**config.mk**
```make
export PLATFORM = sky130hd
export DESIGN_NAME = fetch_core
export DESIGN_NICKNAME = d
export VERILOG_FILES = /design/src/rtl/fetch_core.sv
export SDC_FILE = /design/constraint.sdc
export NUM_CORES = 1
export LEC_CHECK = 0
export BUFFER_PORTS_ARGS = -buffer_cell sky130_fd_sc_hd__buf_2
export CORE_ASPECT_RATIO = 0.5
export CORE_UTILIZATION = 35
export CTS_BUF_LIST = sky130_fd_sc_hd__clkbuf_8
export DETAILED_ROUTE_END_ITERATION = 16
export PLACE_DENSITY = 0.58
export SLEW_MARGIN = 20
export SYNTH_ARGS = -nofsm -noshare
export SYNTH_HDL_FRONTEND = slang
export SYNTH_SLANG_ARGS = --single-unit
```
**constraint.sdc**
```tcl
create_clock -name clk -period 3.1 [get_ports clk]
set_input_delay 0.155 -clock clk [delete_from_list [all_inputs] [get_ports clk]]
set_output_delay 0.155 -clock clk [all_outputs]
set_load 0.01 [all_outputs]
```
**src/rtl/fetch_core.sv**
```systemverilog
// rtl/fetch_core.sv - SLC-3 style instruction fetch datapath and controller
module fetch_core #(
    parameter int                    DATA_WIDTH  = 16,
    parameter int                    ADDR_WIDTH  = 16,
    parameter int                    MEM_WAIT    = 1,
    parameter int                    STEP_MODE   = 1,
    parameter logic [ADDR_WIDTH-1:0] RESET_PC    = '0,
    parameter int                    COUNT_WIDTH = 16
) (
    input  logic                   clk,
    input  logic                   reset,
    input  logic                   run_i,
    input  logic                   continue_i,
    input  logic [DATA_WIDTH-1:0]  mem_rdata,
    output logic [DATA_WIDTH-1:0]  mem_wdata,
    output logic [ADDR_WIDTH-1:0]  mem_addr,
    output logic                   mem_mem_ena,
    output logic                   mem_wr_ena,
    output logic [ADDR_WIDTH-1:0]  pc_o,
    output logic [DATA_WIDTH-1:0]  ir_o,
    output logic [DATA_WIDTH-1:0]  led_o,
    output logic [DATA_WIDTH-1:0]  hex_display_debug,
    output logic                   halted_o,
    output logic                   paused_o,
    output logic [COUNT_WIDTH-1:0] fetch_count_o
);

    // Wait counter only has to reach MEM_WAIT-1; keep it at least one bit wide.
    localparam int                WAIT_W    = (MEM_WAIT > 1) ? $clog2(MEM_WAIT) : 1;
    localparam logic [WAIT_W-1:0] WAIT_LAST = WAIT_W'(MEM_WAIT - 1);

    typedef enum logic [2:0] {
        S_HALTED,
        S_18,
        S_33,
        S_35,
        S_PAUSE
    } state_t;

    state_t                 state_q;
    state_t                 state_d;
    logic [ADDR_WIDTH-1:0]  pc_q;
    logic [ADDR_WIDTH-1:0]  mar_q;
    logic [DATA_WIDTH-1:0]  mdr_q;
    logic [DATA_WIDTH-1:0]  ir_q;
    logic [COUNT_WIDTH-1:0] count_q;
    logic [WAIT_W-1:0]      wait_q;
    logic                   run_q;
    logic                   cont_q;
    logic                   run_rise;
    logic                   cont_rise;
    logic                   wait_done;

    // A held level yields a single event: only low-to-high transitions count.
    assign run_rise  = run_i & ~run_q;
    assign cont_rise = continue_i & ~cont_q;
    assign wait_done = (wait_q == WAIT_LAST);

    // Previous-cycle copies of the buttons for edge detection.
    always_ff @(posedge clk) begin
        if (reset) begin
            run_q  <= 1'b0;
            cont_q <= 1'b0;
        end else begin
            run_q  <= run_i;
            cont_q <= continue_i;
        end
    end

    // Fetch state register.
    always_ff @(posedge clk) begin
        if (reset) begin
            state_q <= S_HALTED;
        end else begin
            state_q <= state_d;
        end
    end

    // Next-state logic; edges arriving in a state that does not accept them are dropped.
    always_comb begin
        state_d = state_q;
        case (state_q)
            S_HALTED: if (run_rise) state_d = S_18;
            S_18:     state_d = S_33;
            S_33:     if (wait_done) state_d = S_35;
            S_35:     state_d = (STEP_MODE != 0) ? S_PAUSE : S_18;
            S_PAUSE:  if (cont_rise) state_d = S_18;
            default:  state_d = S_HALTED;
        endcase
    end

    // Memory wait counter: zero outside S_33, so every S_33 visit starts from zero.
    always_ff @(posedge clk) begin
        if (reset || state_q != S_33 || wait_done) begin
            wait_q <= '0;
        end else begin
            wait_q <= wait_q + WAIT_W'(1);
        end
    end

    // PC/MAR/MDR/IR and fetch counter updates driven by the fetch phase.
    always_ff @(posedge clk) begin
        if (reset) begin
            pc_q    <= RESET_PC;
            mar_q   <= '0;
            mdr_q   <= '0;
            ir_q    <= '0;
            count_q <= '0;
        end else begin
            case (state_q)
                S_18: begin
                    mar_q <= pc_q;
                    pc_q  <= pc_q + ADDR_WIDTH'(1);
                end
                S_33: begin
                    if (wait_done) mdr_q <= mem_rdata;
                end
                S_35: begin
                    ir_q    <= mdr_q;
                    count_q <= count_q + COUNT_WIDTH'(1);
                end
                default: begin
                end
            endcase
        end
    end

    assign mem_addr          = mar_q;
    assign mem_wdata         = mdr_q;
    assign mem_mem_ena       = (state_q == S_33);
    assign mem_wr_ena        = 1'b0;
    assign pc_o              = pc_q;
    assign ir_o              = ir_q;
    assign led_o             = ir_q;
    assign hex_display_debug = ir_q;
    assign halted_o          = (state_q == S_HALTED);
    assign paused_o          = (state_q == S_PAUSE);
    assign fetch_count_o     = count_q;

endmodule

```
After elaboration in Yosys (flattened, before gate mapping)

Cells that the tools add are included.

Add/sub/neg operators: 3
Eq/ne operators: 8
Mux-type cells: 4
Bitwise operators: 5
Reduce and logical (&&, ||, !) cells: 5

Operators with widths:

| kind                                                                    | number |
|---|---|
| 16-bit by 1-bit adder with 16-bit output, second input constant         | 2 |
| 3-bit case mux with 5 select lines                                      | 1 |
| 3-bit 2-to-1 mux                                                        | 3 |
| 3-bit by 2-bit == test with 1-bit output, second input constant         | 2 |
| 2-bit by 1-bit inequality test with 1-bit output, second input constant | 2 |
| 3-bit by 1-bit == test with 1-bit output, second input constant         | 1 |
| 3-bit == test, second input constant                                    | 1 |
| 3-bit logical NOT                                                       | 1 |
| 3-bit by 2-bit inequality test with 1-bit output, second input constant | 1 |
| 1-bit NOT                                                               | 3 |
| 3-bit AND reduction                                                     | 1 |
| 1-bit bitwise AND                                                       | 2 |
| 1-bit logical OR                                                        | 2 |
| 2-bit inequality test, second input constant                            | 1 |
| 2-bit AND reduction                                                     | 1 |
| 1-bit adder, second input constant                                      | 1 |

Register bits after elaboration: 86
Bits of input ports: 20
Output and inout bits: 116

Depth between registers and ports, before layout

Gate-level depths: netlist of run 1.

Depth after elaboration: 4
Gate-level depth with buffers: 7

Least setup slack after synthesis of run 1

OpenSTA, ideal clock, no wires.

Path type: register -> register
Start: reg count_q[3] (netlist: fetch_count_o[3])
End: reg count_q[14] (netlist: fetch_count_o[14])
Library setup time: 121 ps
Data arrival time: 1514 ps
Required time: 2979 ps
Path slack: 1465 ps
Stages on the path, launching flop included: 5
Path buffers: 0
Clock period less this slack: 1635 ps
Path through: dfxtp_1 and4_1 nand4_1 nor4_1 mux2_2

Longest elaborated chain between the ends: 1

RTL lines:

| item                                     | line | RTL |
|---|---|---|
| from (decl)                              | 46   | `logic [COUNT_WIDTH-1:0] count_q;` |
| from (signal assigned)                   | 120  | `count_q <= count_q + COUNT_WIDTH'(1);` |
| 16-bit by 1-bit adder with 16-bit output | 120  |  |

Every way passes these cells.
A chain may end at the register's enable or synchronous reset.

Worst setup path after layout of run 1

Start: reg state_q[0]
End: reg pc_q[14] (netlist: pc_o[14])

Longest elaborated chain between the ends: 1

RTL lines:

| item                                     | line | RTL |
|---|---|---|
| from (decl)                              | 40   | `state_t state_q;` |
| from (signal assigned)                   | 75   | `state_q <= state_d;` |
| 3-bit by 1-bit == test with 1-bit output | 110  | `case (state_q)` |
| to (signal assigned)                     | 113  | `pc_q <= pc_q + ADDR_WIDTH'(1);` |
| to (decl)                                | 42   | `logic [ADDR_WIDTH-1:0] pc_q;` |

Every way passes these cells.

==> results, run 1 <==
- The period utilization is roughly 68%.
- The number of search-and-repair iterations in the first detailed-routing pass is 4.
- The number of different library cells used by synthesis comes to 36.
- The final hold violation count was 0.
- The power density over cell area is ~490 mW/mm².
- For the final database, setup skew stands at between 0.006 and 0.007 ns.
- Setup repair after global routing left no endpoint under its margin.
- The clock net sink count is between 80 and 90.
- The final max-slew violation count is 0.
- The number of levels in the clock H-tree is 3.
- The floorplan step set the die width to about 150 µm.
- The transition time of the tightest slew-check pin is slightly below 0.8 ns.
- The cell with the biggest individual delay on the critical path is sky130_fd_sc_hd__nor3b_4.
- Measured along the y axis, the die boundary spans 73.7 µm.
- Traced cell by cell, the critical path runs through nor3b_4, nand2_1, or4_1, a21oi_1.
- In this run the static leakage power is 1.88 nW.
- The maximum frequency from static timing analysis is 475 MHz.
- Buffers added to address setup during post-CTS repair amount to 0.
- Relative to the synthesized area, the layout overhead comes to 20.7%.
- In the layout the commonest cells are sky130_fd_sc_hd__buf_2, sky130_fd_sc_hd__nand2_1, sky130_fd_sc_hd__dfxtp_1.
- The clock latency reported for the late side of the worst-skew pair is roughly 0.35 ns.
- In the final layout, the share of cells above drive strength 1 is 30.3%.
- Summed over all layers, the routed wires come to around 8.6 mm.
- The HPWL after detailed placement is between 5 and 6 mm.
- The worst setup path category is reg2reg.
- The peak ir drop on the vdd network is about 210 µV.
- The die covers 0.0107 mm².
- The via count of the first global-routing pass was about 2,700.
- Setup violations remaining at the end of the flow were counted as 0.
- The post-layout total power is ~2.1 mW.
- The data arrival time of the worst path is 2.39 ns.
- The clock-pin slew reported for the worst setup and hold paths after clock tree synthesis is about 0.090 ns.
- The worst setup path is launched from a flop.
- Global routing finished with a remaining overflow of 0.
- The cell area after synthesis is around 0.0036 mm².
- The synthesized design contains between 80 and 90 register bits.
- The largest single stage delay on the critical path is between 0.6 and 0.7 ns.
- The time the final worst path needs with I/O delays and setup is ~2.1 ns.
- The maximum buffer depth of the clock tree is 2.
- The TritonCTS clock tree is yes.
- The class of the worst hold path is in2reg.
- The detailed router finished its first iteration with about 120 violations.
- The initialized floorplan defines 25 standard-cell rows.
- The first global-routing pass estimated 13.6 mm of wire.
- The count of yosys warnings during synthesis is 0.
- Buffers inserted during clock tree synthesis total 9.
- After floorplanning, the core was sized to cover 0.00973 mm².
- The number of input and output port buffers inserted is roughly 130.
- The layout net count is between 500 and 600.
- The number of ports placed on the die boundary is between 100 and 150.
- The DRC violation count after routing is 0.
- Global routing consumed, over all layers together, around 16% of the routing resources.
- The number of antenna diodes in the final layout is 0.
- The library cell used most frequently in the layout, excluding fill and tap cells, is sky130_fd_sc_hd__buf_2.
- STA classifies the critical path endpoint as a flop.
- Max-cap violations in this run came to 0.
- In this run, post-CTS repair resized a total of 0 instances.
- Counting the fill cells in the layout gives slightly below 1,000.
- The post-synthesis cell count is 440.
- The effective utilization at floorplan is ~37%.
- The top fanout value on the critical path is 15.
- For this run, the register share of the synthesized area comes to a little under half.
- The worst pin sits at a relative slew slack of 48.1%.
- The number of nets still failing antenna checks after routing is 0.
- The largest net degree at the start of global routing is 33.
- The number of antenna violations at the first check in global routing is 0.
- Dividing the detail-routed wire length by the instance count gives approximately 13 µm.
- The average vias per placed instance is about 4.7.
- Setup total negative slack on the finished layout was measured at 0 ns.
- The CTS root buffer is sky130_fd_sc_hd__clkbuf_8.
- The average size of a mapped cell is 8.19 µm².
- The congestion estimate from routability-driven global placement came to 0.713.
- Detailed routing inserted a total of ~3,200 vias.
- The count of hold-fix buffers inserted at cts is 0.
- The flow ran to the end, and the final reports show no timing, DRC or antenna violations.
- At the worst endpoint, the required time is 3.39 ns.
## cell families after synthesis
| family | share of synthesized area [%] |
|---|---|
| muxes | 0.625 |
| xor gates and xnor gates | 4.38 |
| adders and majority gates | 0.695 |
| AOI/OAI and AO/OA | 10.8 |
| buffers and inverters | 10.1 |
| and+or+nand+nor | 25.5 |
| DFF | 47.8 |
| other | 0.104 |
## layer usage
layer / GRT usage (%) / part of all wire (%) / vias up
met5: 0 / 0 / -
met4: 4.56 / 1.0 / 0
met3: 5.34 / 4.9 / 8
met2: 27.0 / 45 / 82
met1: 20.5 / 49 / 1462
li1: - / - / 1611
## critical path, delay by kind of cell (launching register included)
family | cells | cell delay (ns)
simple gates | 3 | 1.31
flops | 1 | 0.58
compound gates | 1 | 0.15
## registers in the layout (all words and copies together), names as in the netlist
signal             cells
cont_q                 1
fetch_count_o         16
hex_display_debug     16
mem_addr              16
mem_wdata             16
pc_o                  16
run_q                  1
state_q                3
wait_q                 1
## power breakdown
part / switching [mW] / leakage (nW) / internal, mW
Combinational: 0.0838 / 1.08 / 0.0466
Sequential: 0.0217 / 0.694 / 1.12
Clock: 0.406 / 0.110 / 0.450
## path summary, 6_finish.rpt
check	from	to	slack, ns	cells past startpoint
worst max-delay path	state_q[0]$_SDFFE_PP0P_	pc_o[14]$_SDFFE_PP0P_	1.0	4
worst min-delay path	run_i	run_q$_SDFF_PP0_	0.03	2
worst max register to register	state_q[0]$_SDFFE_PP0P_	pc_o[14]$_SDFFE_PP0P_	1.0	4
worst min register to register	mem_addr[2]$_SDFFE_PP0P_	mem_addr[2]$_SDFFE_PP0P_	0.46	2
## synthesized netlist by cell type
cell,instances,area (µm²)
sky130_fd_sc_hd__nor2b_1,4,25.0
sky130_fd_sc_hd__nand4b_1,1,8.76
sky130_fd_sc_hd__nand2b_1,3,18.8
sky130_fd_sc_hd__clkbuf_1,17,63.8
sky130_fd_sc_hd__nand3b_1,1,7.51
sky130_fd_sc_hd__nand3_4,1,17.5
sky130_fd_sc_hd__a21oi_1,64,320
sky130_fd_sc_hd__or3_1,8,50.1
sky130_fd_sc_hd__buf_2,6,30.0
sky130_fd_sc_hd__and4bb_2,1,12.5
sky130_fd_sc_hd__conb_1,1,3.75
sky130_fd_sc_hd__xor2_1,10,87.6
sky130_fd_sc_hd__nor3_1,5,25.0
sky130_fd_sc_hd__xnor2_1,8,70.1
sky130_fd_sc_hd__nor2_1,22,82.6
sky130_fd_sc_hd__or4_1,5,37.5
sky130_fd_sc_hd__nand4_1,4,25.0
sky130_fd_sc_hd__dfxtp_1,86,1720
sky130_fd_sc_hd__buf_4,34,255
sky130_fd_sc_hd__ha_1,2,25.0
sky130_fd_sc_hd__nor4_1,3,18.8
sky130_fd_sc_hd__buf_1,1,3.75
sky130_fd_sc_hd__inv_1,3,11.3
sky130_fd_sc_hd__and3b_1,1,8.76
sky130_fd_sc_hd__mux2_2,2,22.5
sky130_fd_sc_hd__o31ai_1,5,37.5
sky130_fd_sc_hd__and2_1,2,12.5
sky130_fd_sc_hd__nor3b_4,1,18.8
sky130_fd_sc_hd__nor3b_1,1,7.51
sky130_fd_sc_hd__and4_1,3,26.3
sky130_fd_sc_hd__and3_1,2,12.5
sky130_fd_sc_hd__o21ai_0,6,30.0
sky130_fd_sc_hd__or2_2,1,6.26
sky130_fd_sc_hd__or3b_2,2,17.5
sky130_fd_sc_hd__nand2_1,112,420
sky130_fd_sc_hd__nand3_1,12,60.1
## stage by stage
stage | hold WS [ns] | cells | worst slack, ns | util [%] | cell area, µm²
final | 0.0264 | 673 | 0.997 | 44.7 | 4350
after CTS | 0.00667 | 673 | 0.983 | 44.7 | 4350
after floorplan | 0.283 | 441 | 1.46 | - | 3610
after detailed placement | 0.395 | 657 | 0.998 | 42.5 | 4140
after global placement | 0.384 | 657 | 1.05 | 42.5 | 4140
after global routing | 0.0131 | 673 | 0.857 | 44.7 | 4350
## final cells by class
| class | instances | area, µm² | share of cell area, % |
|---|---|---|---|
| Clock buffer | 9 | 124 | 2.85 |
| Sequential cell | 86 | 1720 | 39.6 |
| Multi-Input combinational cell | 294 | 1530 | 35.1 |
| Clock inverter | 7 | 90.1 | 2.07 |
| Inverter | 3 | 11.3 | 0.259 |
| Tap cell | 135 | 169 | 3.88 |
| Timing Repair Buffer | 139 | 708 | 16.3 |
(Power assumes the default switching activity.)
==> run 2: changes to the inputs <==
Clock period 3.1 ns to 2.2 ns, I/O delays scaled along.
==> run 2 against run 1 <==
Net effect:
- global-route usage increased by 0.34 points
- core utilization rose by 2.3 points
- worst hold slack better by 0.15 ns
- critical path type unchanged
- register-to-register slack worse by 0.63 ns
- critical endpoint is now fetch_count_o[15]$_SDFFE_PP0N_
==> results, run 2 (synthesized netlist as in run 1, its figures left out) <==
- The flow ran to the end, and the final reports show no timing, DRC or antenna violations.
- The area enclosed by the die boundary is 0.0107 mm² (unchanged).
- The average vias per placed instance is 4.62 (-1.6%).
- The antenna diode count is 0 (unchanged).
- The area of the core is 0.00973 mm² (unchanged).
- The height of the die is 73.7 µm (unchanged).
- The top fanout value on the critical path is 9 (-6).
- The maximum buffer depth of the clock tree is 2 (unchanged).
- The routed via count is 3,231 (+2.1%).
- The proportion of layout cells with a drive suffix above 1 is 30.5% (+0.20 points).
- The total of fill cells in the finished design is 989 (-0.50%).
- The effective utilization at floorplan is 37.0% (unchanged).
- The critical path in this run is classified as reg2reg.
- The number of nets still failing antenna checks after routing was 0 (unchanged).
- The post-detailed-placement cell area was 0.00422 mm² (+1.9%).
- The final instance area is 0.00457 mm² (+5.1%).
- The final hold violation count was 0 (unchanged).
- The wire length per cell after detailed routing came to 12.4 µm (-2.8%).
- The total overflow reported by the global router is 0 (unchanged).
- The period utilization was 83.1% (+15 points).
- The commonest non-fill, non-tap cell in the layout is sky130_fd_sc_hd__buf_2.
- The global router's overall resource usage is 16.6% (+0.34 points).
- The class of the worst hold path is in2reg.
- The TritonCTS clock tree is yes.
- Setup repair after global routing left no endpoint under its margin.
- The power density over cell area came to 622 mW/mm² (+27%).
- The via count of the first global-routing pass is 2,944 (+8.7%).
- The layout net count came to 582 (+4.9%).
- The time the final worst path needs with I/O delays and setup is 1.83 ns (-0.275 ns).
- The area growth from synthesis to layout is 26.8%.
- The number of ports placed on the die boundary is 136 (unchanged).
- The DRC violation count after routing came to 0 (unchanged).
- The endpoint type of the worst setup path is a flop.
- The total setup buffers inserted after CTS came to 0 (unchanged).
- The max-cap check violation count was 0 (unchanged).
- The HPWL after detailed placement came to 5.88 mm (-1.1%).
- The final max-slew violation count is 0 (unchanged).
- The number of buffers inserted during clock tree synthesis came to 9 (unchanged).
- The required time at the endpoint of the critical path was 2.45 ns (-0.94 ns).
- The core occupancy in the finished layout is 47.0% (+2.3 points).
- The setup TNS is 0 ns (unchanged).
- The clock latency reported for the late side of the worst-skew pair is 0.35 ns (about the same).
- The number of search-and-repair iterations in the first detailed-routing pass is 4 (unchanged).
- The number of input and output port buffers inserted is 134 (unchanged).
- The count of routing violations after the opening detailed-route iteration is 137 (+15%).
- The total routed wirelength was 8.70 mm (+0.94%).
- The peak ir drop on the vdd network is 275 µV (+30%).
- The maximum frequency from static timing analysis is 547 MHz (+15%).
- The transition time of the tightest slew-check pin is 0.585 ns (-0.192 ns).
- The headroom to the max-slew limit is 61.0% (+13 points).
- The data arrival time of the worst path is 2.07 ns (-0.32 ns).
- The width of the die came to 145 µm (unchanged).
- The final estimated routing congestion in global placement is 0.741 (+3.9%).
- The number of levels in the clock H-tree is 3 (unchanged).
- The largest net degree at the start of global routing is 46 (+39%).
- Leaving out fill and tap cells, the most frequent cells in the layout are sky130_fd_sc_hd__buf_2, sky130_fd_sc_hd__nand2_1, sky130_fd_sc_hd__dfxtp_1.
- The startpoint kind of the worst setup timing path is a flop.
- The clock net sink count was 86 (unchanged).
- The worst hold margin came to 0.181 ns (+0.154 ns).
- The global-route wire length before repair was 14.0 mm (+2.8%).
- The number of antenna violations at the first check in global routing is 0 (unchanged).
- The tree is rooted in a sky130_fd_sc_hd__clkbuf_8.
- The final number of setup-violating endpoints came to 0 (unchanged).
- The final clock skew is 0.00798 ns (+0.00197 ns).
- The clock-pin slew reported for the worst setup and hold paths after clock tree synthesis is 0.08 ns (about the same).
- The standard-cell row count is 25 (unchanged).
- The static leakage power is 1.99 nW (+5.7%).
run 2: cell types whose count changed in the layout (fill, tap and decap cells not counted), sizes merged:
| cell | change |
|---|---|
| inv | -1 |
| dlygate4sd3 | +18 |
| bufinv | -2 |
| clkbuf | +2 |
| buf | +9 |
run 2: timing repair:
action,4_1_cts,5_1_grt
resized for setup,0,0
hold endpoints to repair,18,0
hold buffers,18,0
run 2: cell type report:
cell class              instances  area [µm²]  share of cell area [%]
clock inverters                 4        22.5                   0.493
well taps                     135         169                    3.70
clock buffers                  11         151                    3.31
repair buffers                166         968                    21.2
multi-input cells             294        1530                    33.4
flip-flops and latches         86        1720                    37.7
inverters                       3        11.3                   0.246
run 2: per-stage QoR:
step / std cells / setup WS (ns) / power, mW
after floorplan: 441 / 0.565 / 1.76
after global placement: 666 / 0.414 / 1.84
after detailed placement: 666 / 0.376 / 1.84
after CTS: 699 / 0.356 / 2.89
after global routing: 699 / 0.194 / 2.97
final: 699 / 0.371 / 2.84
run 2: metal layers:
metal  up-vias  GRT usage (%)  part of all wire [%]  wire length [µm]
met5         -              0                     0                 0
met4         0           5.26                   1.1                99
met3         7           4.78                   4.6               402
met2        84           28.0                    45              3940
met1      1478           20.8                    49              4260
li1       1662              -                     -                 -
run 2: path summary, 6_finish.rpt:
| kind | from | endpoint | slack, ns | depth (start not counted) |
|---|---|---|---|---|
| worst max register to register | state_q[2]$_SDFFE_PP0P_ | fetch_count_o[15]$_SDFFE_PP0N_ | 0.37 | 4 |
| worst min register to register | mem_addr[5]$_SDFFE_PP0P_ | mem_addr[5]$_SDFFE_PP0P_ | 0.46 | 2 |
| worst max-delay path | state_q[2]$_SDFFE_PP0P_ | fetch_count_o[15]$_SDFFE_PP0N_ | 0.37 | 4 |
| worst min-delay path | reset | hex_display_debug[12]$_SDFFE_PP0N_ | 0.18 | 2 |
run 2: worst max-delay path: stages, from the launching register on:
cell	delay (ns)
sky130_fd_sc_hd__dfxtp_1	0.38
sky130_fd_sc_hd__nand4b_1	0.28
sky130_fd_sc_hd__or3_1	0.47
sky130_fd_sc_hd__nor4_1	0.22
sky130_fd_sc_hd__mux2_2	0.37
run 2: report_power, final:
part | leakage [nW] | switching (mW) | internal [mW] | total [mW]
logic | 1.20 | 0.133 | 0.0983 | 0.232
clock network | 0.0910 | 0.552 | 0.460 | 1.01
registers | 0.694 | 0.0189 | 1.58 | 1.60
